<file path="src/rtl/nand_cmd_pkg.sv">
// Shared definitions for the NAND command decoder: opcodes, operation
// encodings, error causes, FSM states and the request record.
package nand_cmd_pkg;

    localparam logic [7:0] OP_READ  = 8'hAD;
    localparam logic [7:0] OP_WADDR = 8'hAF;
    localparam logic [7:0] OP_WGO   = 8'hA0;
    localparam logic [7:0] OP_ERASE = 8'hAE;

    localparam logic [1:0] OPT_NONE  = 2'b00;
    localparam logic [1:0] OPT_READ  = 2'b01;
    localparam logic [1:0] OPT_WRITE = 2'b10;
    localparam logic [1:0] OPT_ERASE = 2'b11;

    localparam logic [2:0] ERR_NONE    = 3'd0;
    localparam logic [2:0] ERR_SEQ     = 3'd1;
    localparam logic [2:0] ERR_TIMEOUT = 3'd2;
    localparam logic [2:0] ERR_BUSY    = 3'd3;
    localparam logic [2:0] ERR_RANGE   = 3'd4;
    localparam logic [2:0] ERR_PAYLOAD = 3'd5;

    typedef enum logic [2:0] {
        IDLE, R_LO, W_LO, W_GO, E_SLO, E_EHI, E_ELO, ISSUE
    } state_e;

    typedef struct packed {
        logic [1:0]  op_type;
        logic [23:0] addr;
        logic [23:0] end_addr;
    } op_req_t;

    // AD00 / AF00 / AE00 open a new sequence
    function automatic logic is_start_word(input logic [31:0] w);
        return (w[23:16] == 8'h00) &&
               (w[31:24] == OP_READ || w[31:24] == OP_WADDR || w[31:24] == OP_ERASE);
    endfunction

    // first collecting state reached from a sequence-start opcode
    function automatic state_e start_state(input logic [7:0] opc);
        case (opc)
            OP_READ:  return R_LO;
            OP_WADDR: return W_LO;
            OP_ERASE: return E_SLO;
            default:  return IDLE;
        endcase
    endfunction

endpackage

</file>
<file path="src/rtl/cmd_word_capture.sv">
// Rising-edge qualifier for the command bus: a start_cmd level yields exactly
// one accept strobe in its first high cycle, with cmd passed through that cycle.
module cmd_word_capture #(
    parameter int W = 32
) (
    input  logic         clk,
    input  logic         rst,
    input  logic         start_cmd,
    input  logic [W-1:0] cmd,
    output logic         word_vld,
    output logic [W-1:0] word
);

    logic start_d;

    // previous-cycle copy of the qualifier for edge detection
    always_ff @(posedge clk or posedge rst) begin
        if (rst) start_d <= 1'b0;
        else     start_d <= start_cmd;
    end

    assign word_vld = start_cmd & ~start_d;
    assign word     = cmd;

endmodule

</file>
<file path="src/rtl/nand_cmd_decoder.sv">
// Reassembles multi-word read/write/erase command sequences into a single
// validated operation request and hands it to the flash controller core.
module nand_cmd_decoder
    import nand_cmd_pkg::*;
#(
    parameter int TIMEOUT_CYC = 64,
    parameter int TO_W        = 7
) (
    input  logic        clk,
    input  logic        rst,
    input  logic [31:0] cmd,
    input  logic        start_cmd,
    output logic        op_valid,
    input  logic        op_ready,
    output logic [1:0]  op_type,
    output logic [23:0] op_addr,
    output logic [23:0] op_end_addr,
    output logic        busy,
    output logic        err_pulse,
    output logic [2:0]  err_code
);

    logic        word_vld;
    logic [31:0] word;

    cmd_word_capture #(.W(32)) u_cap (
        .clk       (clk),
        .rst       (rst),
        .start_cmd (start_cmd),
        .cmd       (cmd),
        .word_vld  (word_vld),
        .word      (word)
    );

    state_e          state, state_n;
    op_req_t         req, req_n;
    logic [15:0]     addr_hi, addr_hi_n, end_hi, end_hi_n;
    logic [7:0]      addr_lo, addr_lo_n;
    logic [TO_W-1:0] to_cnt, to_cnt_n;
    logic            err_p_n;
    logic [2:0]      err_c_n;
    logic            bad_seq;
    logic [23:0]     erase_end;

    wire [7:0]  opc = word[31:24];
    wire [7:0]  idx = word[23:16];
    wire [15:0] pay = word[15:0];
    wire collecting = (state != IDLE) && (state != ISSUE);

    // state, captured address fragments, request and error registers
    always_ff @(posedge clk or posedge rst) begin
        if (rst) begin
            state     <= IDLE;
            req       <= '0;
            addr_hi   <= '0;
            addr_lo   <= '0;
            end_hi    <= '0;
            to_cnt    <= '0;
            err_pulse <= 1'b0;
            err_code  <= ERR_NONE;
        end else begin
            state     <= state_n;
            req       <= req_n;
            addr_hi   <= addr_hi_n;
            addr_lo   <= addr_lo_n;
            end_hi    <= end_hi_n;
            to_cnt    <= to_cnt_n;
            err_pulse <= err_p_n;
            err_code  <= err_c_n;
        end
    end

    // sequence walk: timeout, handshake, per-state word checks, resync
    always_comb begin
        state_n   = state;
        req_n     = req;
        addr_hi_n = addr_hi;
        addr_lo_n = addr_lo;
        end_hi_n  = end_hi;
        to_cnt_n  = '0;
        err_p_n   = 1'b0;
        err_c_n   = err_code;
        bad_seq   = 1'b0;
        erase_end = {end_hi, pay[15:8]};

        // an accept in the terminal cycle wins, since the word path below
        // overrides state and the counter already defaults to cleared
        if (collecting && !word_vld) begin
            if (to_cnt == TO_W'(TIMEOUT_CYC - 1)) begin
                state_n = IDLE;
                err_p_n = 1'b1;
                err_c_n = ERR_TIMEOUT;
            end else begin
                to_cnt_n = to_cnt + 1'b1;
            end
        end

        if (state == ISSUE && op_ready) state_n = IDLE;

        if (word_vld) begin
            case (state)
                IDLE: bad_seq = !is_start_word(word);
                R_LO: begin
                    if (opc == OP_READ && idx == 8'h01) begin
                        if (pay[7:0] != 8'h00) begin
                            state_n = IDLE; err_p_n = 1'b1; err_c_n = ERR_PAYLOAD;
                        end else begin
                            req_n.op_type  = OPT_READ;
                            req_n.addr     = {addr_hi, pay[15:8]};
                            req_n.end_addr = '0;
                            state_n        = ISSUE;
                        end
                    end else bad_seq = 1'b1;
                end
                W_LO: begin
                    if (opc == OP_WADDR && idx == 8'h01) begin
                        if (pay[7:0] != 8'h00) begin
                            state_n = IDLE; err_p_n = 1'b1; err_c_n = ERR_PAYLOAD;
                        end else begin
                            addr_lo_n = pay[15:8];
                            state_n   = W_GO;
                        end
                    end else bad_seq = 1'b1;
                end
                W_GO: begin
                    if (opc == OP_WGO && idx == 8'h00) begin
                        if (pay != 16'h0000) begin
                            state_n = IDLE; err_p_n = 1'b1; err_c_n = ERR_PAYLOAD;
                        end else begin
                            req_n.op_type  = OPT_WRITE;
                            req_n.addr     = {addr_hi, addr_lo};
                            req_n.end_addr = '0;
                            state_n        = ISSUE;
                        end
                    end else bad_seq = 1'b1;
                end
                E_SLO: begin
                    if (opc == OP_ERASE && idx == 8'h01) begin
                        if (pay[7:0] != 8'h00) begin
                            state_n = IDLE; err_p_n = 1'b1; err_c_n = ERR_PAYLOAD;
                        end else begin
                            addr_lo_n = pay[15:8];
                            state_n   = E_EHI;
                        end
                    end else bad_seq = 1'b1;
                end
                E_EHI: begin
                    if (opc == OP_ERASE && idx == 8'h02) begin
                        end_hi_n = pay;
                        state_n  = E_ELO;
                    end else bad_seq = 1'b1;
                end
                E_ELO: begin
                    if (opc == OP_ERASE && idx == 8'h03) begin
                        if (pay[7:0] != 8'h00) begin
                            state_n = IDLE; err_p_n = 1'b1; err_c_n = ERR_PAYLOAD;
                        end else if (erase_end < {addr_hi, addr_lo}) begin
                            state_n = IDLE; err_p_n = 1'b1; err_c_n = ERR_RANGE;
                        end else begin
                            req_n.op_type  = OPT_ERASE;
                            req_n.addr     = {addr_hi, addr_lo};
                            req_n.end_addr = erase_end;
                            state_n        = ISSUE;
                        end
                    end else bad_seq = 1'b1;
                end
                ISSUE: begin
                    // request held; the stray word is dropped
                    err_p_n = 1'b1;
                    err_c_n = ERR_BUSY;
                end
                default: state_n = IDLE;
            endcase

            if (bad_seq) begin
                state_n = IDLE;
                err_p_n = 1'b1;
                err_c_n = ERR_SEQ;
            end
            // a start word always opens a fresh sequence, even after an error
            if ((state == IDLE || bad_seq) && is_start_word(word)) begin
                state_n   = start_state(opc);
                addr_hi_n = pay;
            end
        end
    end

    assign op_valid    = (state == ISSUE);
    assign busy        = (state != IDLE);
    assign op_type     = req.op_type;
    assign op_addr     = req.addr;
    assign op_end_addr = req.end_addr;

endmodule
</file>
<file path="config.mk">
export PLATFORM = sky130hd
export DESIGN_NAME = nand_cmd_decoder
export DESIGN_NICKNAME = d
export VERILOG_FILES = /design/src/rtl/nand_cmd_pkg.sv /design/src/rtl/cmd_word_capture.sv /design/src/rtl/nand_cmd_decoder.sv
export SDC_FILE = /design/constraint.sdc
export NUM_CORES = 1
export LEC_CHECK = 0
export ABC_AREA = 0
export CAP_MARGIN = 20
export CORE_MARGIN = 5
export CORE_UTILIZATION = 58
export CTS_CLUSTER_SIZE = 20
export DETAILED_ROUTE_END_ITERATION = 8
export PLACE_DENSITY_LB_ADDON = 0.2
export SETUP_SLACK_MARGIN = 0.5
export SYNTH_ARGS = -nofsm -noshare
export SYNTH_HDL_FRONTEND = slang
export SYNTH_SLANG_ARGS = --single-unit
</file>
<file path="constraint.sdc">
create_clock -name clk -period 5.85 [get_ports clk]
set_input_delay 1.17 -clock clk [delete_from_list [all_inputs] [get_ports clk]]
set_output_delay 1.17 -clock clk [all_outputs]
set_load 0.01 [all_outputs]
</file>
Word-level counts from Yosys, hierarchy flattened
Index checks and enable logic that the tools add are counted.

Bits in registers: 105. Bits in latches: 0. Bits in writable memories: 0. ROM bits: 0. Bits of input ports: 36. Memories kept: 0.

Add/sub/neg operators: 1. Multipliers: 0. Div/mod/pow operators: 0. $lt $le $gt $ge: 1. Equality and inequality tests: 25. Shift operators: 0. Mux-type cells: 70. Bitwise gates (word level): 2. Reduce and logical (&&, ||, !) cells: 27.

Operators with widths (number): 50-bit two-way mux (7); 50-bit one-hot mux with 3 select lines (1); 3-bit two-way mux (30); 3-bit one-hot mux with 6 select lines (2); 8-bit == test (second input constant) (4); 24-bit less-than comparator (1); 8-bit two-way mux (3); 1-bit two-way mux (20); 2-bit inequality test (second input constant) (9); 8-bit by 2-bit == test with 1-bit output (second input constant) (2); 8-bit one-hot mux with 2 select lines (1); 16-bit nonzero test (1); 7-bit two-way mux (2); 3-bit == test (second input constant) (4); 1-bit logical AND (11); 3-bit one-hot mux with 3 select lines (1); 9-bit AND reduction (1); 8-bit by 1-bit == test with 1-bit output (second input constant) (1); 8-bit zero test (1); 8-bit nonzero test (1); 7-bit by 1-bit adder with 7-bit output (second input constant) (1); 7-bit by 6-bit == test with 1-bit output (second input constant) (1); 1-bit one-hot mux with 7 select lines (1); 3-bit by 2-bit == test with 1-bit output (second input constant) (2); other kinds (14) (18).

Longest topological paths before layout
Depth in word-level cells: 11. Depth in mapped cells: 13. Gate-level depth less buffers: 10.

Modules after synthesis
From an unflattened synthesis, not the netlist that was laid out.

Cells, all modules: 575. Area, all modules: 5655.4 µm².

By module, submodules not included: nand_cmd_decoder (instances 1, cells each 540, area an instance 5372.7 µm², sequential area each 2602.5 µm²); cmd_word_capture (instances 1, cells each 35, area an instance 282.8 µm², sequential area each 25.0 µm²).

Least setup slack after synthesis
No wires, ideal clock.

Kind: input -> register. Start: input cmd[19]. End: register req (netlist bit op_end_addr[0]). Setup time: 0.123 ns. Data arrival time: 3.489 ns. Required time: 5.727 ns. Setup slack: 2.237 ns. Stages on the path: 10. Path buffers: 4. Path through: or4_4 or4_1 buf_2 or3_1 a221o_1 buf_6 buf_6 buf_6 nand2_1 o21ai_1.

Longest elaborated chain between the ends: 4.

Ends and longest elaborated chain: start: declaration (RTL line nand_cmd_decoder.sv:11) `input logic [31:0] cmd,`; 8-bit by 2-bit == test with 1-bit output, or another cell as far along (RTL line nand_cmd_decoder.sv:154) `if (opc == OP_ERASE && idx == 8'h03) begin`; 1-bit logical AND (on tied branches) (RTL line nand_cmd_decoder.sv:154, nand_cmd_decoder.sv:104, nand_cmd_decoder.sv:126); 2-bit inequality test (no line); 9-bit AND reduction (no line) (*); end signal: assignment (RTL line nand_cmd_decoder.sv:63) `req <= req_n;`; end: declaration (RTL line nand_cmd_decoder.sv:36) `op_req_t req, req_n;`.

Every way passes the cells marked *; elsewhere a longest branch is shown, timed or not. A chain may end at the register's enable or synchronous reset.

Final worst setup path
Start: input cmd[19]. End: register req (netlist bit op_addr[1]).

The elaborated chain is that of the path after synthesis.

==> impl_metrics.prom <==
# TYPE chip_impl_metric gauge
chip_impl_metric{name="cts_hold_repair.buffers",unit=""} 0
chip_impl_metric{name="die_width",unit="µm"} 106
chip_impl_metric{name="dr.first_iter.drc_count",unit=""} 198
chip_impl_metric{name="met3_usage",unit="%"} 4.92
chip_impl_info{name="yosysMostFrequentCell",value="nand2_1"} 1
chip_impl_info{name="ys_top_cells_by_area",value="dfrtp_1, nand2_1, o21ai_0"} 1
chip_impl_metric{name="floorplan.io_pins",unit=""} 92
chip_impl_info{name="status",value="finished, final reports clean"} 1
chip_impl_metric{name="layout.cell_area.non_filler",unit="µm²"} 6580
chip_impl_metric{name="route.detailed.wl_per_inst",unit="µm"} 17.0
chip_impl_metric{name="buffer_ports.inserted",unit=""} 91
chip_impl_metric{name="total_of_endpoints_with_negative_setup_slack_in_the_final_report",unit=""} 0
chip_impl_info{name="setup_repair_after_global_routing_missed_its_margin",value="no"} 1
chip_impl_metric{name="gp_routability_congestion",unit=""} 0.966
chip_impl_metric{name="cellLeakagePower",unit="µW"} 0.00289
chip_impl_metric{name="diodes",unit=""} 0
chip_impl_metric{name="floorplan.initialDensity",unit="%"} 58.9
chip_impl_metric{name="final_critical_path_time_including_i_o_delays_and_setup",unit="ns"} 4.01
chip_impl_metric{name="wp_data_required",unit="ns"} 6.09
chip_impl_metric{name="syn_area",unit="µm²"} 5390
chip_impl_metric{name="power-per-cell-area",unit="nW/µm²"} 276
chip_impl_info{name="worst-setup-path-type",value="input port to flop"} 1
chip_impl_metric{name="cts.sinks",unit=""} 105
chip_impl_info{name="synth_largest_area_cell",value="dfrtp_1"} 1
chip_impl_metric{name="ir_worst_vdd",unit="µV"} 151
chip_impl_metric{name="detail_route.wirelength",unit="mm"} 13.2
chip_impl_metric{name="fin_setup_tns",unit="ns"} 0
chip_impl_metric{name="drt_drc_violations_left",unit=""} 0
chip_impl_info{name="clock-root-buffer",value="clkbuf_8"} 1
chip_impl_metric{name="synth_top_area_share",unit="%"} 48.8
chip_impl_metric{name="max_frequency",unit="MHz"} 250
chip_impl_metric{name="drt-pass1-iter-count",unit=""} 5
chip_impl_metric{name="synth_enable_flop_cells",unit=""} 0
chip_impl_metric{name="worst-slew-pin-transition",unit="ns"} 0.846
chip_impl_metric{name="hold_viol_final",unit=""} 0
chip_impl_metric{name="ys.warnings.count",unit=""} 0
chip_impl_metric{name="syn-mean-instance-area",unit="µm²"} 9.31
chip_impl_metric{name="design.die.area",unit="µm²"} 11300
chip_impl_metric{name="layout-drive-gt1-share",unit="%"} 8.30
chip_impl_info{name="global_route.peak_usage_layer",value="met2"} 1
chip_impl_metric{name="design.core.area",unit="µm²"} 9150
chip_impl_metric{name="max_slew_margin",unit="%"} 43.6
chip_impl_info{name="synthFlopType",value="dfrtp_1"} 1
chip_impl_metric{name="ctsResizeCount",unit=""} 0
chip_impl_metric{name="multi_input_area",unit="µm²"} 2500
chip_impl_info{name="commonest_cells_in_the_netlist",value="nand2_1, dfrtp_1, o21ai_0, inv_1, nor2_1"} 1
chip_impl_metric{name="slew_violations",unit=""} 0
chip_impl_metric{name="rows",unit=""} 35
chip_impl_metric{name="syn_nets",unit=""} 639
chip_impl_metric{name="worst_setup_hold_path_clk_slew",unit="ns"} 0.11
chip_impl_metric{name="buffer_depth_of_the_longest_clock_path",unit=""} 2
chip_impl_metric{name="postRouteAntennaNets",unit=""} 0
chip_impl_metric{name="synth-seq-cells",unit=""} 105
chip_impl_info{name="start_kind",value="input port"} 1
chip_impl_metric{name="wire_length_of_the_first_global_routing_pass",unit="mm"} 21.8
chip_impl_metric{name="synth-seq-area-share",unit="%"} 48.8
chip_impl_metric{name="groute.usage.overall",unit="%"} 24.1
chip_impl_info{name="hp-class",value="flop to flop"} 1
chip_impl_metric{name="final_net_count",unit=""} 718
chip_impl_metric{name="placement.cell_area",unit="µm²"} 6350
chip_impl_metric{name="grt_pass1_vias",unit=""} 4493
chip_impl_metric{name="timing.max_cap.violations",unit=""} 0
chip_impl_metric{name="worstPathMaxFanout",unit=""} 42
chip_impl_metric{name="post-cts-setup-buffers",unit=""} 0
chip_impl_metric{name="grt_use_met2",unit="%"} 40.9
chip_impl_metric{name="area_growth_syn_to_layout",unit="%"} 22.1
chip_impl_metric{name="filler_cell_count",unit=""} 697
chip_impl_metric{name="synth.lib_cells_used.distinct",unit=""} 55
chip_impl_metric{name="tritoncts.num_buffers",unit=""} 9
chip_impl_metric{name="fin_skew",unit="ns"} 0.0204
chip_impl_metric{name="async_reset_ff_share",unit="%"} 100
chip_impl_metric{name="grt_overflow",unit=""} 0
chip_impl_metric{name="fin_crit_sh",unit="%"} 68.5
chip_impl_metric{name="drt-vias-per-instance",unit=""} 5.89
chip_impl_info{name="setup.worst_path.end_class",value="flop"} 1
chip_impl_metric{name="largest_net_degree_at_the_start_of_global_routing",unit=""} 71
chip_impl_metric{name="post-dp-hpwl",unit="mm"} 9.74
chip_impl_metric{name="sequential_cell_area",unit="µm²"} 2630
chip_impl_metric{name="syn_inst",unit=""} 579
chip_impl_metric{name="grt_antenna_before_repair",unit=""} 0
chip_impl_metric{name="critical_path_arrival",unit="ns"} 4.24
chip_impl_metric{name="clk_latency_worst_skew_pair",unit="ns"} 0.37
chip_impl_metric{name="htreeDepth",unit=""} 3
chip_impl_info{name="cts_tree",value="built"} 1
chip_impl_metric{name="globalRouteMet1Util",unit="%"} 30.5
chip_impl_metric{name="fp.dieH",unit="µm"} 106
chip_impl_metric{name="via_count",unit=""} 4556
## logic make-up (layout without fill, tap and decap cells)
logic type / Yosys count / after routing / synth area share [%]
buf+inv: 60 / 144 / 4.81
simple gates: 216 / 216 / 18.7
compound gates: 137 / 137 / 14.8
flops: 105 / 105 / 48.8
xor+xnor: 4 / 4 / 0.650
mux: 33 / 33 / 6.69
fa+ha+maj: 24 / 24 / 5.57
## critical path, cell delays in order
cell	delay [ns]
clkdlybuf4s50_1	0.40
or4_4	0.54
or4_1	0.61
or3_1	0.43
a221o_2	0.57
buf_4	0.31
nand2_1	0.12
o21ai_0	0.09
## power breakdown
part | switching, µW | internal (µW) | leakage (µW)
sequential | 69.3 | 801 | 0.00136
clock | 265 | 250 | 0.000119
combinational | 212 | 221 | 0.00141
total | 547 | 1270 | 0.00289
## final cells by class
cell class / instances / area share (%)
Tap cell: 111 / 2.11
Inverter: 31 / 1.81
Timing Repair Buffer: 97 / 14.5
Sequential cell: 105 / 39.9
Multi-Input combinational cell: 414 / 38.1
Clock buffer: 9 / 1.88
Clock inverter: 7 / 1.67
## state kept, by name, indices dropped and copies added (netlist names)
register	count
op_addr	24
op_end_addr	24
addr_hi	16
end_hi	16
addr_lo	8
to_cnt	7
err_code	3
state	3
op_type	2
err_pulse	1
u_cap.start_d	1
## layer usage
layer,vias to the layer above,part of all wire (%)
li1,2181,-
met1,2178,43
met2,168,49
met3,29,5.1
met4,0,3.0
met5,-,0
## stage by stage
step	std cells	hold WS, ns	power, µW	setup slack (ns)	utilization (%)
2_1_floorplan	579	0.425	1080	1.92	-
3_3_place_gp	758	0.441	1310	1.52	69.3
3_5_place_dp	758	0.451	1320	1.45	69.3
4_1_cts	774	0.464	1830	1.86	71.9
5_1_grt	774	0.480	1910	1.66	71.9
6_report	774	0.462	1820	1.84	71.9
## path summary, 6_finish.rpt
kind | slack, ns | cells after the start | endpoint | start
worst min register to register | 0.46 | 1 | to_cnt[0]$_DFF_PP0_ | to_cnt[0]$_DFF_PP0_
max in group asynchronous | 3.54 | 3 | op_end_addr[15]$_DFFE_PP0P_ | rst
worst max register to register | 2.49 | 10 | op_addr[1]$_DFFE_PP0P_ | end_hi[15]$_DFFE_PP0P_
worst min-delay path | 0.46 | 1 | to_cnt[0]$_DFF_PP0_ | to_cnt[0]$_DFF_PP0_
min in group asynchronous | 1.32 | 2 | op_addr[2]$_DFFE_PP0P_ | rst
worst max-delay path | 1.84 | 8 | op_addr[1]$_DFFE_PP0P_ | cmd[19]
## cells in the final DEF (no fill, tap or decap), types with 3 or more instances in the layout
cell / synthesis / final
a21o_1: 3 / 3
o21ai_0: 74 / 74
and3_1: 5 / 5
nand2_1: 114 / 114
mux2_2: 24 / 24
nand2b_1: 5 / 5
nor4_1: 7 / 7
clkbuf_8: 0 / 9
nand3_1: 8 / 8
nor3_1: 13 / 13
and2_1: 4 / 4
a22oi_1: 5 / 5
a211oi_1: 3 / 3
o211ai_1: 5 / 5
a21oi_1: 16 / 16
mux2i_1: 9 / 9
inv_1: 31 / 30
or4_1: 5 / 5
or2_2: 3 / 3
nand4_1: 8 / 8
ha_1: 24 / 24
a31oi_1: 4 / 4
or3_1: 5 / 5
buf_4: 0 / 6
dfrtp_1: 105 / 105
o21ai_1: 11 / 11
clkdlybuf4s50_1: 0 / 91
nor2b_1: 5 / 5
nor2_1: 26 / 25
Note: power is estimated with default switching activity, not from simulation.
==> edit: new RTL, same settings <==
The parameter `TO_W` goes from 7 to 6.
--- a/src/rtl/nand_cmd_decoder.sv
+++ b/src/rtl/nand_cmd_decoder.sv
@@ -5,5 +5,5 @@
 #(
     parameter int TIMEOUT_CYC = 64,
-    parameter int TO_W        = 7
+    parameter int TO_W        = 6
 ) (
     input  logic        clk,
Behaviour: no difference found for any inputs over 4 cycles, from zero or initial values and one cycle with rst high; that may be too few to reach the edited logic, so the function may still have changed.
==> edit against the original RTL <==
Core utilization up 1.7 points; sequential cell count down 1; worst setup slack worse by 9.5 ps; largest cell class is now multi-input combinational cells; cell area up 4.3%; routed wire length up 2.6%; worst hold slack better by 4.6 ps; critical endpoint is now op_addr[11]; final cell count down 4.4%; critical path depth unchanged; global-route usage up 1.1 points; non-clock buffer count up 1; synthesized area up 4.1%.
Power is not compared: it rests on default switching activity, and its combinational part moved more than twofold at a synthesized area within 25%.
==> edit: results (changes against the original RTL) <==
vias 4355 (-4.4%); top-count cell post-synth dfrtp_1; pre-CTS WS 1450 ps (+6.44 ps); GRT Util Overall 25.2% (+1.1 points); largest net degree at the start of global routing 54 (-24%); first-pass GRT wire length 23.2 mm (+6.3%); Post-Syn Instances 519 (-10%); end of the worst register-to-register path op_addr[11]; Slew HR 50.0% (+6.4 points); Synth Area in Compound Gates 8.21% (-6.6 points); net count after synthesis 579 (-9.4%); Starting DRT DRC Count 173 (-13%); Area after DPL 0.00665 mm² (+4.8%); outcome finished, final reports clean; final wirelength 13.5 mm (+2.6%); Worst EP arrival 4270 ps (+30 ps); adder-cell share of the synthesized area 5.35% (-0.22 points); Routability Congestion 0.877 (-9.2%); Seq/Total Area, Yosys 46.4% (-2.4 points); hpwl dp 10.1 mm (+3.4%); share of post-route cells with drive strength above 1 11.3% (+3.0 points); Min Hold Slack 467 ps (+4.57 ps); final non-filler cell total 740 (-4.4%); count of cell types in the netlist 64 (+16%); Area contributors post-synth dfrtp_1 46%, mux2_1 7.8%, mux2_2 6.8%; Initial DRT Pass Iterations 4 (-1); Commonest cells post-synth 104 x dfrtp_1, 49 x inv_1, 43 x nand2_1; Worst R2R Setup Slack 2250 ps (-240 ps); Reg-to-Reg Start addr_hi[14]; Nets 666 (-7.2%); Setup Skew 15.5 ps (-4.98 ps)
## edit: worst max-delay path by stage
| stage | startpoint | end | slack [ps] | cells past startpoint |
|---|---|---|---|---|
| global route | cmd[25] | op_addr[10] | 1680 | 8 |
| floorplan | rst | addr_hi[0] | 1950 | 1 |
| global placement | cmd[10] | op_addr[13] | 1550 | 10 |
| detailed placement | cmd[25] | op_addr[11] | 1450 | 8 |
| CTS | cmd[19] | op_addr[11] | 1850 | 8 |
| finish | cmd[19] | op_addr[11] | 1840 | 8 |
## edit: metal layers
layer	part of all wire [%]	global-route usage, %
met5	0	0
met4	1.8	7.48
met3	6.3	4.30
met2	49	42.5
met1	42	33.5
## edit: area by class of cell
cell class / instances / area [µm²]
Clock buffer: 10 / 128
Clock inverter: 6 / 83.8
Fill cell: 697 / 2470
Inverter: 49 / 186
Multi-Input combinational cell: 344 / 2730
Sequential cell: 104 / 2600
Tap cell: 129 / 161
Timing Repair Buffer: 98 / 971
